[config.mk]
export PLATFORM = sky130hd
export DESIGN_NAME = usfft64_stream_ctrl
export DESIGN_NICKNAME = d
export VERILOG_FILES = /design/src/rtl/usfft64_stream_ctrl.sv
export SDC_FILE = /design/constraint.sdc
export NUM_CORES = 1
export LEC_CHECK = 0
export BUFFER_PORTS_ARGS = -buffer_cell sky130_fd_sc_hd__buf_2
export CAP_MARGIN = 15
export CORE_ASPECT_RATIO = 1.25
export CORE_UTILIZATION = 30
export DETAILED_ROUTE_END_ITERATION = 8
export GPL_TIMING_DRIVEN = 0
export PLACE_DENSITY = 0.53
export REMOVE_ABC_BUFFERS = 1
export SYNTH_ARGS = -nofsm -noshare
export SYNTH_HDL_FRONTEND = slang
export SYNTH_SLANG_ARGS = --single-unit
[constraint.sdc]
create_clock -name CLK -period 2.45 [get_ports CLK]
set_clock_uncertainty 0.2 [all_clocks]
set_input_delay 0 -clock CLK [delete_from_list [all_inputs] [get_ports CLK]]
set_output_delay 0 -clock CLK [all_outputs]
set_load 0.01 [all_outputs]
[src/rtl/usfft64_stream_ctrl.sv]
// Stream controller for the USFFT64 core: takes one 64-sample frame from a
// valid/ready stream, drives load/flush/unload and re-emits the results.
module usfft64_stream_ctrl #(
    parameter int unsigned IW  = 16,
    parameter int unsigned OW  = 19,
    parameter int unsigned TMO = 1023
) (
    input  logic          CLK,
    input  logic          RST,
    input  logic          s_valid,
    output logic          s_ready,
    input  logic [IW-1:0] s_re,
    input  logic [IW-1:0] s_im,
    input  logic [3:0]    cfg_shift,
    output logic          fft_start,
    output logic          fft_ed,
    output logic [3:0]    fft_shift,
    output logic [IW-1:0] fft_dr,
    output logic [IW-1:0] fft_di,
    input  logic          fft_rdy,
    input  logic [5:0]    fft_addr,
    input  logic [OW-1:0] fft_dor,
    input  logic [OW-1:0] fft_doi,
    input  logic          fft_ovf1,
    input  logic          fft_ovf2,
    output logic          m_valid,
    output logic [OW-1:0] m_re,
    output logic [OW-1:0] m_im,
    output logic [5:0]    m_idx,
    output logic          m_last,
    output logic [1:0]    ovf,
    output logic          addr_err,
    output logic          tmo_err,
    output logic          busy
);
    localparam int unsigned CW = 6;
    localparam int unsigned TW = (TMO < 2) ? 1 : $clog2(TMO + 1);

    typedef enum logic [2:0] {IDLE, START, LOAD, FLUSH, OUT} state_t;

    state_t        state;
    state_t        state_next;
    logic [CW-1:0] cnt;
    logic [TW-1:0] tmo_cnt;
    logic          accept;
    logic          capture;
    logic          timeout;

    // Next state and per-cycle strobes; s_ready depends on state only.
    always_comb begin
        state_next = state;
        s_ready    = 1'b0;
        accept     = 1'b0;
        capture    = 1'b0;
        timeout    = 1'b0;
        unique case (state)
            IDLE: begin
                if (s_valid) state_next = START;
            end
            START: state_next = LOAD;
            LOAD: begin
                s_ready = 1'b1;
                accept  = s_valid;
                if (s_valid && cnt == CW'(63)) state_next = FLUSH;
            end
            FLUSH: begin
                // A result on the last allowed cycle still wins over the timeout.
                if (fft_rdy) begin
                    capture    = 1'b1;
                    state_next = OUT;
                end else if (tmo_cnt == TW'(TMO - 1)) begin
                    timeout    = 1'b1;
                    state_next = IDLE;
                end
            end
            OUT: begin
                capture = 1'b1;
                if (cnt == CW'(63)) state_next = IDLE;
            end
            default: state_next = IDLE;
        endcase
    end

    always_ff @(posedge CLK) begin
        if (RST) state <= IDLE;
        else     state <= state_next;
    end

    // Registered core drive, result capture and status flags.
    always_ff @(posedge CLK) begin
        if (RST) begin
            fft_start <= 1'b0;
            fft_ed    <= 1'b0;
            fft_shift <= 4'd0;
            fft_dr    <= '0;
            fft_di    <= '0;
            cnt       <= '0;
            tmo_cnt   <= '0;
            m_valid   <= 1'b0;
            m_re      <= '0;
            m_im      <= '0;
            m_idx     <= '0;
            m_last    <= 1'b0;
            ovf       <= 2'b00;
            addr_err  <= 1'b0;
            tmo_err   <= 1'b0;
            busy      <= 1'b0;
        end else begin
            fft_start <= (state_next == START);
            fft_ed    <= accept || (state == FLUSH) || (state == OUT);
            fft_dr    <= accept ? s_re : '0;
            fft_di    <= accept ? s_im : '0;
            busy      <= (state_next != IDLE);
            m_valid   <= capture;
            m_last    <= capture && (cnt == CW'(63));
            tmo_cnt   <= (state == FLUSH) ? tmo_cnt + TW'(1) : '0;

            if (state == START) begin
                fft_shift <= cfg_shift;
                ovf       <= 2'b00;
                cnt       <= '0;
            end else if (accept || capture) begin
                cnt <= cnt + CW'(1);
            end

            if (capture) begin
                m_re  <= fft_dor;
                m_im  <= fft_doi;
                m_idx <= cnt;
                ovf   <= ovf | {fft_ovf2, fft_ovf1};
                if (fft_addr != cnt) addr_err <= 1'b1;
            end

            if (timeout) tmo_err <= 1'b1;
        end
    end
endmodule

==> flow_metrics.tcl <==
set metrics [dict create \
    cpPeakStageDelay_ns 0.65 \
    hold_viol_final 0 \
    vias_per_cell 4.29 \
    drtPass1Iterations 4 \
    cts_inserted_buffers 9 \
    gr-total-overflow 0 \
    drive_gt1_frac 0.300 \
    synth-seq-cells 108 \
    die_h_um 127 \
    placeableCoreArea_sq_um 12200 \
    cp_cell_sequence "or3b_4 > nand2_2 > nand2_1 > a21oi_1" \
    period_share 0.897 \
    cts.clk_slew.worst_paths_ns 0.07 \
    arrival_ns 2.26 \
    relSlewSlack 0.279 \
    powerDensity_nw_per_um2 599 \
    start_util 0.308 \
    cts_tree "done" \
    cts.sinks 108 \
    io_pins 176 \
    crit_fanout 47 \
    synthTopCellsByArea "dfxtp_1 (58%), nand2_1 (9.4%), a21oi_1 (6.8%)" \
    rows 45 \
    irDropWorstVdd_mv 0.296 \
    syn_inst 415 \
    synth_cell_types 37 \
    finalSetupViolations 0 \
    synth_edf_count 0 \
    synth_area_leader_cell "dfxtp_1" \
    cp-start-kind "register" \
    tightest_slew_ns 1.08 \
    reg2reg_to "m_re[0]$_SDFFE_PP0P_" \
    slew_viol_final 0 \
    outcome "completed" \
    clockBufferDepth 2 \
    reg2reg_slack_ns 0.25 \
    critPathRequiredTime_ns 2.51 \
    p_leak_nw 2.61 \
    yosysMostFrequentCell "dfxtp_1" \
    areaGrowthSynthToFinish_pct 55.6 \
    h-tree-depth 3 \
    synthArstFlopShare 0 \
    rsz0062_at_grt "no" \
    num_antenna_cells 0 \
    min_to "fft_shift[3]$_SDFFE_PP0P_" \
    place_area_sq_um 4730 \
    dp_hpwl_um 6280 \
    hold_path.startpoint "RST" \
    fin_nets 748 \
    wl_per_cell_um 11.9 \
    post-route-util 0.480 \
    gp_congestion 0.728 \
    path_class "reg2reg" \
    period_needed_ns 2.20 \
    die_w_um 102 \
    maxCapViolCount 0 \
    ys_warn_count 0 \
    avgSynthCellArea_sq_um 9.04 \
    r2r-start "state[2]$_SDFF_PP0_" \
    cpMaxStageDelayCell "nand2_2" \
    synth_common_cells "dfxtp_1 (108), nand2_1 (94), a21oi_1 (51)" \
    ys_seq_area_frac 0.577 \
    drt-total-wl_um 9880 \
    ff2ff_path_depth 4 \
    place_inst 730 \
    grt_max_degree 62 \
    fin_cells 828 \
    clock-root-buffer "clkbuf_16" \
    grt_use_total 0.149 \
    io_buffers 175 \
    drc_errors 0 \
    cts_resized 0 \
    drtIter0Drc 73 \
    grt_pass1_wl_um 15200 \
    clk_latency_ns 0.34 \
    worstHoldPathCells 2 \
    min_path_type "in2reg" \
    ant_nets 0 \
    ys.flop_type "dfxtp_1" \
    die_area_sq_um 13000 \
    fin_area_sq_um 5830 \
    syn_area_sq_um 3750 \
    crit_path_end_kind "register" \
    antenna_found_initial 0 \
    first_global_vias 3422 \
    netlist.area_leader.share 0.577 \
    total_power_w 0.00349 \
    via_count 3549 \
    max_clock_freq_mhz 455 \
]
cell type report:
| class | instances | area, sq um |
|---|---|---|
| clock buffers | 10 | 239 |
| clock inverters | 6 | 46.3 |
| fillers | 1152 | 6330 |
| inverters | 3 | 11.3 |
| multi-input cells | 280 | 1470 |
| flip-flops and latches | 108 | 2160 |
| well taps | 164 | 205 |
| repair buffers | 257 | 1700 |
layer usage:
| layer | routed length, um | GRT usage | vias to the layer above |
|---|---|---|---|
| li1 | - | - | 1833 |
| met2 | 4680 | 0.269 | 154 |
| met1 | 4240 | 0.159 | 1558 |
| met5 | 0 | 0 | - |
| met4 | 55 | 0.0454 | 0 |
| met3 | 909 | 0.0542 | 4 |
state kept, by name, indices dropped and copies added, names as in the netlist, 2 cells and up:
name and count:
tmo_cnt 10, fft_shift 4, ovf 2, m_idx 6
m_re 19, fft_di 16, m_im 19, fft_dr 16
state 3, cnt 6
worst max path at each step:
stage	end	slack, ns	start	cells after the start
2_1_floorplan	m_idx[0]$_SDFFE_PP0P_	0.37	state[2]$_SDFF_PP0_	4
3_3_place_gp	m_re[0]$_SDFFE_PP0P_	-0.31	state[2]$_SDFF_PP0_	4
3_5_place_dp	m_re[0]$_SDFFE_PP0P_	0.24	state[2]$_SDFF_PP0_	4
4_1_cts	m_re[0]$_SDFFE_PP0P_	0.21	state[2]$_SDFF_PP0_	4
5_1_grt	m_re[0]$_SDFFE_PP0P_	0.10	state[2]$_SDFF_PP0_	4
6_report	m_re[0]$_SDFFE_PP0P_	0.25	state[2]$_SDFF_PP0_	4
where the power goes:
part	total (W)	internal (W)	switching (W)
Combinational	0.000314	0.000186	0.000128
Sequential	0.00181	0.00179	0.0000207
Clock	0.00137	0.000727	0.000646
Total	0.00349	0.00270	0.000795
metrics by stage:
stage	TNS, ns	setup slack, ns	hold WS (ns)
2_1_floorplan	0	0.374	-0.131
3_3_place_gp	-8.52	-0.309	-0.00174
3_5_place_dp	0	0.238	0.00110
4_1_cts	0	0.215	0.157
5_1_grt	0	0.102	0.186
6_report	0	0.253	0.155
logic make-up (layout without fill, tap and decap cells):
kind of cell / Yosys count / count (layout) / synth area share
AND/OR/NAND/NOR: 194 / 194 / 0.243
buffers and inverters: 27 / 276 / 0.0324
XOR/XNOR: 15 / 15 / 0.0350
multiplexers: 6 / 6 / 0.0160
AO/OA/AOI/OAI: 62 / 62 / 0.0868
flip-flops: 108 / 108 / 0.577
adder cells (fa/ha/maj): 3 / 3 / 0.0100
critical path: cells and delay by family, from the launching register on:
kind	cells	cell delay, ns
compound gates	1	0.18
simple gates	3	1.27
flops	1	0.46
placed cells by master, fill, tap and decap left out, types with 2 or more instances in the layout:
master,synthesis,final
nand2_1,94,93
and2_1,33,32
o21ai_0,5,5
xnor2_1,6,6
ha_1,3,3
clkinvlp_4,0,2
o21a_1,2,2
nor3_1,4,4
a31oi_1,2,2
inv_1,3,3
a21oi_1,51,51
clkbuf_16,0,9
and3_1,4,4
mux2i_1,6,6
or2_2,3,3
xor2_1,9,9
inv_6,0,3
buf_2,7,175
dfxtp_1,108,108
nor2_1,29,28
nand3_1,8,8
nand4_1,4,4
or3_1,4,4
dlygate4sd3_1,0,82
what timing repair did:
| item | CTS | global route |
|---|---|---|
| hold buffers | 82 | 0 |
| buffers inserted | 0 | 0 |
| endpoints found under the hold margin | 82 | 0 |
Power figures use the tool's default switching activity.
